## config.mk

```make
export PLATFORM = sky130hd
export DESIGN_NAME = rv32_mul_div_unit_flat
export DESIGN_NICKNAME = d
export VERILOG_FILES = /design/src/rtl/rv32_mul_div_unit_if.sv /design/src/rtl/rv32_mul_div_unit.sv /design/src/flat_wrapper.sv
export SDC_FILE = /design/constraint.sdc
export NUM_CORES = 1
export LEC_CHECK = 0
export ABC_AREA = 1
export CAP_MARGIN = 40
export CORE_MARGIN = 2
export CORE_UTILIZATION = 45
export DETAILED_ROUTE_END_ITERATION = 7
export GPL_TIMING_DRIVEN = 0
export PLACE_DENSITY_LB_ADDON = 0.1
export SLEW_MARGIN = 25
export SYNTH_ARGS = -nofsm -noshare
export SYNTH_HDL_FRONTEND = slang
export SYNTH_SLANG_ARGS = --single-unit
export TNS_END_PERCENT = 30
```

## constraint.sdc

```tcl
create_clock -name clk_i -period 2.55 [get_ports clk_i]
set_clock_uncertainty 0.2 [all_clocks]
set_input_delay 0.3825 -clock clk_i [delete_from_list [all_inputs] [get_ports clk_i]]
set_output_delay 0.3825 -clock clk_i [all_outputs]
set_load 0.02 [all_outputs]
```

## src/rtl/rv32_mul_div_unit_if.sv

```systemverilog
`default_nettype none
// +----------------------------------------------------------------------------+
// | Module      : rv32_mul_div_unit_if                                         |
// | Description : Execute-stage <-> RV32M mul/div engine request/response      |
// |               bundle. The pipeline side is the master; the engine is the   |
// |               slave.                                                       |
// | Revision    : 1.0 - initial release                                        |
// +----------------------------------------------------------------------------+
interface rv32_mul_div_unit_if #(
  parameter int XLEN = 32
);
  logic            start_i;
  logic            abort_i;
  logic [2:0]      funct3_i;
  logic [XLEN-1:0] rs1_val_i;
  logic [XLEN-1:0] rs2_val_i;
  logic [4:0]      rd_i;
  logic            running_o;
  logic            done_o;
  logic [4:0]      rd_o;
  logic [XLEN-1:0] result_o;

  modport master (
    output start_i, abort_i, funct3_i, rs1_val_i, rs2_val_i, rd_i,
    input  running_o, done_o, rd_o, result_o
  );

  modport slave (
    input  start_i, abort_i, funct3_i, rs1_val_i, rs2_val_i, rd_i,
    output running_o, done_o, rd_o, result_o
  );
endinterface
`default_nettype wire

```

## src/rtl/rv32_mul_div_unit.sv

```systemverilog
`default_nettype none
// +----------------------------------------------------------------------------+
// | Module      : rv32_mul_div_unit                                            |
// | Description : Iterative RV32M multiply/divide engine. Shift-add multiply   |
// |               and restoring divide, one bit per clock, on magnitudes with  |
// |               a sign fix-up at the end. Divide-by-zero and signed overflow |
// |               finish in one cycle with a preloaded result.                 |
// |               Optional: define RV32_FAST_MUL_EN for single-cycle multiply. |
// | Revision    : 1.0 - initial release                                        |
// +----------------------------------------------------------------------------+
module rv32_mul_div_unit #(
  parameter int XLEN  = 32,
  parameter int CNT_W = 6
) (
  input  logic               clk_i,
  input  logic               rst_n_i,
  rv32_mul_div_unit_if.slave bus
);

  localparam logic [2:0] F3_MUL    = 3'd0;
  localparam logic [2:0] F3_MULH   = 3'd1;
  localparam logic [2:0] F3_MULHSU = 3'd2;
  localparam logic [2:0] F3_MULHU  = 3'd3;
  localparam logic [2:0] F3_DIV    = 3'd4;
  localparam logic [2:0] F3_DIVU   = 3'd5;
  localparam logic [2:0] F3_REM    = 3'd6;
  localparam logic [2:0] F3_REMU   = 3'd7;

  localparam logic [XLEN-1:0]  C_ONES     = {XLEN{1'b1}};
  localparam logic [XLEN-1:0]  C_ZERO     = {XLEN{1'b0}};
  localparam logic [XLEN-1:0]  C_MIN      = {1'b1, {(XLEN-1){1'b0}}};
  localparam logic [CNT_W-1:0] C_LAST_ITR = CNT_W'(XLEN-1);

  typedef enum logic [1:0] {
    S_IDLE = 2'd0,
    S_CALC = 2'd1,
    S_DONE = 2'd2
  } state_e;

  state_e            state_q, state_d;
  logic [2:0]        funct3_q, funct3_d;
  logic [4:0]        rd_q, rd_d;
  logic              neg_q, neg_d;
  logic [XLEN-1:0]   b_q, b_d;
  logic [2*XLEN-1:0] acc_q, acc_d;
  logic [CNT_W-1:0]  cnt_q, cnt_d;

  logic              running;
  logic              done;

  // ---------------------------------------------------------------------------
  // Start-cycle operand decode
  // ---------------------------------------------------------------------------
  logic            w_a_signed, w_b_signed, w_sa, w_sb;
  logic [XLEN-1:0] w_abs_a, w_abs_b;
  logic            w_neg_start;
  logic            w_b_zero, w_ovf;

  assign w_a_signed = (bus.funct3_i == F3_MULH) || (bus.funct3_i == F3_MULHSU) ||
                      (bus.funct3_i == F3_DIV)  || (bus.funct3_i == F3_REM);
  assign w_b_signed = (bus.funct3_i == F3_MULH) || (bus.funct3_i == F3_DIV) ||
                      (bus.funct3_i == F3_REM);
  assign w_sa       = w_a_signed & bus.rs1_val_i[XLEN-1];
  assign w_sb       = w_b_signed & bus.rs2_val_i[XLEN-1];
  assign w_abs_a    = w_sa ? (~bus.rs1_val_i + 1'b1) : bus.rs1_val_i;
  assign w_abs_b    = w_sb ? (~bus.rs2_val_i + 1'b1) : bus.rs2_val_i;
  assign w_b_zero   = (bus.rs2_val_i == C_ZERO);
  // Signed overflow (MIN / -1) only applies to the signed divide opcodes.
  assign w_ovf      = ((bus.funct3_i == F3_DIV) || (bus.funct3_i == F3_REM)) &&
                      (bus.rs1_val_i == C_MIN) && (bus.rs2_val_i == C_ONES);

  // Result sign: quotient/product take sA^sB, remainder takes the dividend sign.
  // MUL keeps only the low word, which is identical for signed and unsigned.
  always_comb begin
    w_neg_start = 1'b0;
    case (bus.funct3_i)
      F3_MULH, F3_MULHSU, F3_DIV: w_neg_start = w_sa ^ w_sb;
      F3_REM:                     w_neg_start = w_sa;
      default:                    w_neg_start = 1'b0;
    endcase
  end

`ifdef RV32_FAST_MUL_EN
  // Sign-extended operands: a 33x33 signed product that fits in 64 bits.
  logic signed [2*XLEN-1:0] w_fast_a, w_fast_b;
  logic        [2*XLEN-1:0] w_fast_prod;
  assign w_fast_a    = {{XLEN{w_a_signed & bus.rs1_val_i[XLEN-1]}}, bus.rs1_val_i};
  assign w_fast_b    = {{XLEN{w_b_signed & bus.rs2_val_i[XLEN-1]}}, bus.rs2_val_i};
  assign w_fast_prod = w_fast_a * w_fast_b;
`endif

  // ---------------------------------------------------------------------------
  // Iteration datapath
  // ---------------------------------------------------------------------------
  // Multiply: acc = {partial product high, remaining multiplier bits}.
  logic [XLEN:0]     w_mul_sum;
  logic [2*XLEN-1:0] w_mul_next;
  assign w_mul_sum  = {1'b0, acc_q[2*XLEN-1:XLEN]} + (acc_q[0] ? {1'b0, b_q} : {(XLEN+1){1'b0}});
  assign w_mul_next = {w_mul_sum, acc_q[XLEN-1:1]};

  // Divide: acc = {partial remainder, dividend bits shifting into quotient}.
  logic [XLEN:0]     w_rem_sh;
  logic              w_ge;
  logic [XLEN-1:0]   w_rem_sub;
  logic [2*XLEN-1:0] w_div_next;
  assign w_rem_sh   = {acc_q[2*XLEN-1:XLEN], acc_q[XLEN-1]};
  assign w_ge       = (w_rem_sh >= {1'b0, b_q});
  assign w_rem_sub  = w_rem_sh[XLEN-1:0] - b_q;
  assign w_div_next = {(w_ge ? w_rem_sub : w_rem_sh[XLEN-1:0]), acc_q[XLEN-2:0], w_ge};

  // ---------------------------------------------------------------------------
  // Result selection and sign fix-up
  // ---------------------------------------------------------------------------
  logic [2*XLEN-1:0] w_mul_full;
  logic [XLEN-1:0]   w_div_val, w_div_res;
  logic [XLEN-1:0]   w_result;

  // The product must be negated as a whole 64-bit value before taking the high half.
  assign w_mul_full = neg_q ? (~acc_q + 1'b1) : acc_q;
  assign w_div_val  = funct3_q[1] ? acc_q[2*XLEN-1:XLEN] : acc_q[XLEN-1:0];
  assign w_div_res  = neg_q ? (~w_div_val + 1'b1) : w_div_val;

  // Pick low word, high word or divide result by the latched opcode.
  always_comb begin
    w_result = C_ZERO;
    case (funct3_q)
      F3_MUL:                        w_result = w_mul_full[XLEN-1:0];
      F3_MULH, F3_MULHSU, F3_MULHU:  w_result = w_mul_full[2*XLEN-1:XLEN];
      F3_DIV, F3_DIVU, F3_REM, F3_REMU: w_result = w_div_res;
      default:                       w_result = C_ZERO;
    endcase
  end

  // ---------------------------------------------------------------------------
  // Control FSM
  // ---------------------------------------------------------------------------
  // Next-state, datapath next values and handshake outputs.
  always_comb begin
    state_d  = state_q;
    funct3_d = funct3_q;
    rd_d     = rd_q;
    neg_d    = neg_q;
    b_d      = b_q;
    acc_d    = acc_q;
    cnt_d    = cnt_q;
    running  = 1'b0;
    done     = 1'b0;

    case (state_q)
      S_IDLE: begin
        if (bus.start_i && !bus.abort_i) begin
          running  = 1'b1;
          funct3_d = bus.funct3_i;
          rd_d     = bus.rd_i;
          cnt_d    = '0;
          if (bus.funct3_i[2]) begin
            if (w_b_zero) begin
              // Quotient all-ones, remainder = dividend, no sign fix-up.
              state_d = S_DONE;
              neg_d   = 1'b0;
              acc_d   = bus.funct3_i[1] ? {bus.rs1_val_i, C_ZERO} : {C_ZERO, C_ONES};
            end else if (w_ovf) begin
              state_d = S_DONE;
              neg_d   = 1'b0;
              acc_d   = bus.funct3_i[1] ? {C_ZERO, C_ZERO} : {C_ZERO, C_MIN};
            end else begin
              state_d = S_CALC;
              neg_d   = w_neg_start;
              b_d     = w_abs_b;
              acc_d   = {C_ZERO, w_abs_a};
            end
          end else begin
`ifdef RV32_FAST_MUL_EN
            state_d = S_DONE;
            neg_d   = 1'b0;
            acc_d   = w_fast_prod;
`else
            state_d = S_CALC;
            neg_d   = w_neg_start;
            b_d     = w_abs_b;
            acc_d   = {C_ZERO, w_abs_a};
`endif
          end
        end
      end

      S_CALC: begin
        if (bus.abort_i) begin
          state_d = S_IDLE;
        end else begin
          running = 1'b1;
          acc_d   = funct3_q[2] ? w_div_next : w_mul_next;
          cnt_d   = cnt_q + 1'b1;
          if (cnt_q == C_LAST_ITR) begin
            state_d = S_DONE;
          end
        end
      end

      S_DONE: begin
        done    = !bus.abort_i;
        state_d = S_IDLE;
      end

      default: begin
        state_d = S_IDLE;
      end
    endcase
  end

  // State and datapath registers with asynchronous active-low reset.
  always_ff @(posedge clk_i or negedge rst_n_i) begin
    if (!rst_n_i) begin
      state_q  <= S_IDLE;
      funct3_q <= 3'd0;
      rd_q     <= 5'd0;
      neg_q    <= 1'b0;
      b_q      <= C_ZERO;
      acc_q    <= {C_ZERO, C_ZERO};
      cnt_q    <= '0;
    end else begin
      state_q  <= state_d;
      funct3_q <= funct3_d;
      rd_q     <= rd_d;
      neg_q    <= neg_d;
      b_q      <= b_d;
      acc_q    <= acc_d;
      cnt_q    <= cnt_d;
    end
  end

  assign bus.running_o = running;
  assign bus.done_o    = done;
  assign bus.rd_o      = rd_q;
  // Result is only presented alongside the done strobe.
  assign bus.result_o  = done ? w_result : C_ZERO;

endmodule
`default_nettype wire

```

## src/flat_wrapper.sv

```systemverilog
// flat-port wrapper written by rule: the top's interface ports become plain ports
module rv32_mul_div_unit_flat 
#(
  parameter int XLEN  = 32,
  parameter int CNT_W = 6
)
  (clk_i, rst_n_i, bus_start_i, bus_abort_i, bus_funct3_i, bus_rs1_val_i, bus_rs2_val_i, bus_rd_i, bus_running_o, bus_done_o, bus_rd_o, bus_result_o);
  rv32_mul_div_unit_if #(.XLEN(XLEN)) bus_i ();
  input  logic clk_i;
  input  logic rst_n_i;
  input wire logic [$bits(bus_i.start_i)-1:0] bus_start_i;
  input wire logic [$bits(bus_i.abort_i)-1:0] bus_abort_i;
  input wire logic [$bits(bus_i.funct3_i)-1:0] bus_funct3_i;
  input wire logic [$bits(bus_i.rs1_val_i)-1:0] bus_rs1_val_i;
  input wire logic [$bits(bus_i.rs2_val_i)-1:0] bus_rs2_val_i;
  input wire logic [$bits(bus_i.rd_i)-1:0] bus_rd_i;
  output wire logic [$bits(bus_i.running_o)-1:0] bus_running_o;
  output wire logic [$bits(bus_i.done_o)-1:0] bus_done_o;
  output wire logic [$bits(bus_i.rd_o)-1:0] bus_rd_o;
  output wire logic [$bits(bus_i.result_o)-1:0] bus_result_o;
  assign bus_i.start_i = bus_start_i;
  assign bus_i.abort_i = bus_abort_i;
  assign bus_i.funct3_i = bus_funct3_i;
  assign bus_i.rs1_val_i = bus_rs1_val_i;
  assign bus_i.rs2_val_i = bus_rs2_val_i;
  assign bus_i.rd_i = bus_rd_i;
  assign bus_running_o = bus_i.running_o;
  assign bus_done_o = bus_i.done_o;
  assign bus_rd_o = bus_i.rd_o;
  assign bus_result_o = bus_i.result_o;
  rv32_mul_div_unit #(.XLEN(XLEN), .CNT_W(CNT_W)) u_core (.clk_i(clk_i), .rst_n_i(rst_n_i), .bus(bus_i));
endmodule
```

### After elaboration in Yosys (flattened, before gate mapping)

Index checks and enable logic that the tools add are counted.
Widths: inputs -> output; s select.

* add/sub/neg operators: 7
* muxes and demuxes: 39
* bitwise gates (word level): 7
* reduce and logical (&&, ||, !) cells: 21
* order comparisons: 1
* equality and inequality tests: 21

Operators by type and width (count)
* $mux 64: 8
* $mux 32: 11
* $pmux 64 s2: 1
* $add 32x1->32 const B: 3
* $not 32->32: 3
* $pmux 32 s3: 1
* $add 64x1->64 const B: 1
* $eq 32x32->1 const B: 2
* $not 64->64: 1
* $add 32x33->33: 1
* $ge 33x32->1: 1
* $logic_not 32->1: 1
* $sub 32x32->32: 1
* $eq 3x3->1 const B: 6
* $mux 2: 6
* $mux 6: 2
* $pmux 6 s2: 1
* $eq 3x2->1 const B: 3
* $add 6x1->6 const B: 1
* $eq 3x1->1 const B: 2
* $eq 6x5->1 const B: 1
* $logic_or 1x1->1: 6
* $mux 1: 6
* $ne 2x2->1 const B: 3
* 18 further kinds: 24

* output and inout port bits: 39
* register bits after elaboration: 113
* logic and storage cells: 103
* bits of input ports: 76

### Depth between registers and ports, before layout

* word-level depth: 11
* depth in mapped cells: 21
* gate-level depth less buffers: 19

### Worst setup path before layout

OpenSTA, ideal clock, no wires.

* path kind: reg2out
* start point: reg u_core.acc_q[0]
* end point: out bus_result_o[14]
* path slack: -0.162 ns
* arrival: 2.129 ns
* buffers on the path: 1
* required time: 1.967 ns
* stages on the path, launching flop included: 16
* cell sequence: dfrtp_1 -> buf_6 -> inv_2 -> ha_1 -> nand3_2 -> inv_1 -> nand3_2 -> nor2_1 -> nand2_2 -> o21ai_2 -> nand2_1 -> inv_1 -> nand2_1 -> nor2_1 -> nor2_1 -> nor2_1

* word-level cells in the longest chain between the ends: 6
* elaborated cells between the ends (all ways): 9
* classes of those cells: add/sub: 2; mux: 5; bitwise: 2

Ends and longest elaborated chain
* from (decl): RTL line rv32_mul_div_unit.sv:45 `logic [2*XLEN-1:0] acc_q, acc_d;`
* from (signal assigned): RTL line rv32_mul_div_unit.sv:219 `acc_q <= {C_ZERO, C_ZERO};`
* $mux 32: RTL line rv32_mul_div_unit.sv:120 `assign w_div_val = funct3_q[1] ? acc_q[2*XLEN-1:XLEN] : acc_q[XLEN-1:0];`
* $not 32->32: RTL line rv32_mul_div_unit.sv:121 `assign w_div_res = neg_q ? (~w_div_val + 1'b1) : w_div_val;`
* $add 32x1->32: RTL line rv32_mul_div_unit.sv:121
* $mux 32: RTL line rv32_mul_div_unit.sv:121
* $pmux 32 s3 *: RTL line rv32_mul_div_unit.sv:126 `case (funct3_q)`
* $mux 32 *: RTL line rv32_mul_div_unit.sv:236 `assign bus.result_o = done ? w_result : C_ZERO;`
* to (decl): RTL line flat_wrapper.sv:20 `output wire logic [$bits(bus_i.result_o)-1:0] bus_result_o;`

Every way passes the cells marked *; elsewhere a longest branch is shown, timed or not.

### Final worst setup path

* start point: reg u_core.acc_q[0]
* end point: out bus_result_o[16]

The elaborated chain is that of the path after synthesis.

==> impl_metrics.ini <==
[power_and_ir_drop]
leakagePower_uw = 0.0113
clock_power_share = 0.097
p_seq_frac = 0.160
vdd_ir_drop_max_uv = 539
switchingPower_uw = 15000
p_int_uw = 11000
p_per_area_nw_per_um2 = 1080
p_comb_frac = 0.743
sw_frac_of_total = 0.577

[synthesis]
synth_edf_count = 0
seq_area_frac_synth = 0.164
avgSynthCellArea_um2 = 5.44
ys_ff_latch = 113
syn_nets = 3321
async_reset_ff_frac = 1.00
synth_top_flop_cell = dfrtp_1
syn-cell-area_um2 = 17300
synth_cell_types = 52
synth_cells = 3173
synth_warnings = 0

[sta]
finalSetupTns_ns = -36.77
drv_slew = 0
hold_violations = 0
fin_crit_ns = 3.35
slew_headroom = 0.289
fmax_ghz = 0.298
finalCritPeriodShare = 1.32
setup_viol = 72
rsz0062_at_grt = true
hold_ws_ns = 0.173
final.setup.worst_slack_ns = -0.804
worst_pin_slew_ns = 1.07

[floorplanning]
dieArea_um2 = 40000
start_util = 0.458
core-area_um2 = 37800
rows = 71
fp.dieW_um = 200
die_h_um = 200
ioPinCount = 115

[clock_tree]
clockBufferDepth = 2
cts.sinks = 113
cts_root_buffer = clkbuf_16
cts_tree = done
clock_latency_ns = 0.43
clk_pin_slew_ns = 0.05
cts_inserted_buffers = 17
htree_num_levels = 4

[route]
vias = 23600
drt_iter0_drc = 2911
drt_pass1_iterations = 8
vias_per_cell = 5.90
ant_nets = 0
drc = 1
wl_um = 90700
post_drt_wl_per_cell_um = 22.7

[global_route]
antenna_found_initial = 0
overflow = 0
grt_use_total = 0.445
grt_max_degree = 76
grt_pass1_wl_um = 132000
first_global_vias = 22000

[finish]
fillerInstances = 3590
nets = 3626
final_cells = 4002
diodes = 0
final_common_cell = nand2_1
drive_gt1_frac = 0.263
area_growth_pct = 39.9
mostFrequentLayoutCells = 861 x nand2_1, 384 x inv_1, 325 x nor2_1

[place]
place_inst = 3797
portBuffers = 110
hpwlAfterDp_um = 68900
finalWeightedCongestion = 1.05

[outcome]
status = complete, but fails checks
failed_checks = DRC, setup timing

[setup_path]
criticalPathCategory = flip-flop to output pin
worst_ep_required_time_ns = 1.97
startpoint_type = flip-flop
cp.arrival_ns = 2.77
path_max_fanout = 4
cp-end-kind = output pin

[run]
maxCapViolCount = 0

[min_path]
min_path_type = input pin to flip-flop
==> critical path, stage by stage (launching register included) <==
cell and delay [ns]:
dfrtp_1 0.38, buf_6 0.14, inv_8 0.06, ha_4 0.14, nand3_4 0.11, inv_2 0.09, nand3_4 0.11, nor2_4 0.16
nand4_1 0.17, buf_4 0.20, nand2_4 0.08, nand2_4 0.06, buf_6 0.12, nor3_4 0.20, nor2_4 0.09, nor2_4 0.12
buf_6 0.12
==> cell usage after synthesis, types with 2 or more instances <==
master	number	area share
a21o_1	3	0.0013
a21oi_1	210	0.061
a221oi_1	3	0.0015
a31oi_1	12	0.0043
and2_1	6	0.0022
buf_1	17	0.0037
buf_2	21	0.0061
buf_4	10	0.0043
buf_6	10	0.0065
clkbuf_1	51	0.011
clkinv_1	2	0.00043
dfrtp_1	113	0.16
fa_1	2	0.0023
ha_1	70	0.051
inv_1	428	0.093
inv_2	10	0.0022
nand2_1	953	0.21
nand2_2	7	0.0025
nand3_1	273	0.079
nand3_2	4	0.0023
nand3b_1	21	0.0091
nand4_1	65	0.024
nor2_1	424	0.092
nor2_2	6	0.0022
nor2_4	5	0.0033
nor3_1	42	0.012
nor3b_1	2	0.00087
nor4_1	9	0.0033
nor4_2	2	0.0014
o211ai_1	15	0.0065
o21a_1	6	0.0026
o21ai_0	202	0.059
o21ai_1	29	0.0084
o21ai_2	24	0.012
o21ai_4	2	0.0019
o21bai_1	3	0.0013
o31ai_1	4	0.0017
or2_2	2	0.00072
xnor2_1	23	0.012
xor2_1	70	0.035
==> metrics by stage <==
step	area, µm²	utilization	setup slack (ns)	total power [µW]
detailed placement	19100	0.506	-1.56	16900
global placement	19000	0.504	-3.53	16700
global route	24200	0.640	-0.840	27200
finish	24200	0.640	-0.804	26000
CTS	22600	0.600	-0.792	23100
floorplan	17300	-	-0.0915	11900
==> timing repair <==
action                                 in CTS  in global routing
setup endpoints to repair                 132                132
endpoints found under the hold margin      38                  0
resized for setup                         725                331
pin swaps                                 100                125
gates cloned                                2                  1
hold buffers                                1                  0
buffers inserted                          127                 51
==> cell type report <==
cell class	instances	area, µm²	share of cell area
Sequential cell	113	2910	0.120
Clock buffer	19	443	0.0183
Buffer	105	774	0.0320
Multi-Input combinational cell	2510	14900	0.616
Clock inverter	13	175	0.00725
Tap cell	511	639	0.0264
Timing Repair Buffer	290	2630	0.109
Inverter	441	1700	0.0705
==> kinds of logic after synthesis <==
logic type	Yosys count	share of synthesized area
and+or+nand+nor	1827	0.445
buffers and inverters	550	0.128
AOI/OAI and AO/OA	518	0.163
DFF	113	0.164
xor gates and xnor gates	93	0.0471
adders and majority gates	72	0.0530
==> routing by layer <==
layer  share of wire  vias to the layer above  GRT usage
met1            0.39                    10900      0.583
met5               0                        -          0
met2            0.41                     1555      0.668
met4           0.072                        0      0.249
met3            0.13                      358      0.109
li1                -                    10800          -
==> sequential cells by signal, summed over array words and instances, names as in the netlist <==
name             flops
u_core.acc_q        64
u_core.b_q          32
u_core.cnt_q         6
u_core.bus.rd_o      5
u_core.funct3_q      3
u_core.state_q       2
u_core.neg_q         1
==> power groups by stage <==
stage	clock, µW	sequential (µW)	combinational (µW)
detailed placement	0	3910	12900
global placement	0	3900	12800
floorplan	0	2980	8890
finish	2530	4150	19300
global route	2620	4070	20500
CTS	2530	3930	16600
==> final timing paths <==
check	startpoint	endpoint	slack [ns]	cells past startpoint
max in group asynchronous	rst_n_i	u_core.acc_q[18]	1.14	3
worst min-delay path	bus_rs2_val_i[5]	u_core.b_q[5]	0.17	3
worst max-delay path	u_core.acc_q[0]	bus_result_o[16]	-0.80	16
worst max register to register	u_core.acc_q[54]	u_core.acc_q[44]	-0.54	20
worst min register to register	u_core.bus.rd_o[1]	u_core.bus.rd_o[1]	0.29	2
min in group asynchronous	rst_n_i	u_core.b_q[26]	0.23	2
No activity file was read; power rests on OpenSTA's default activity.
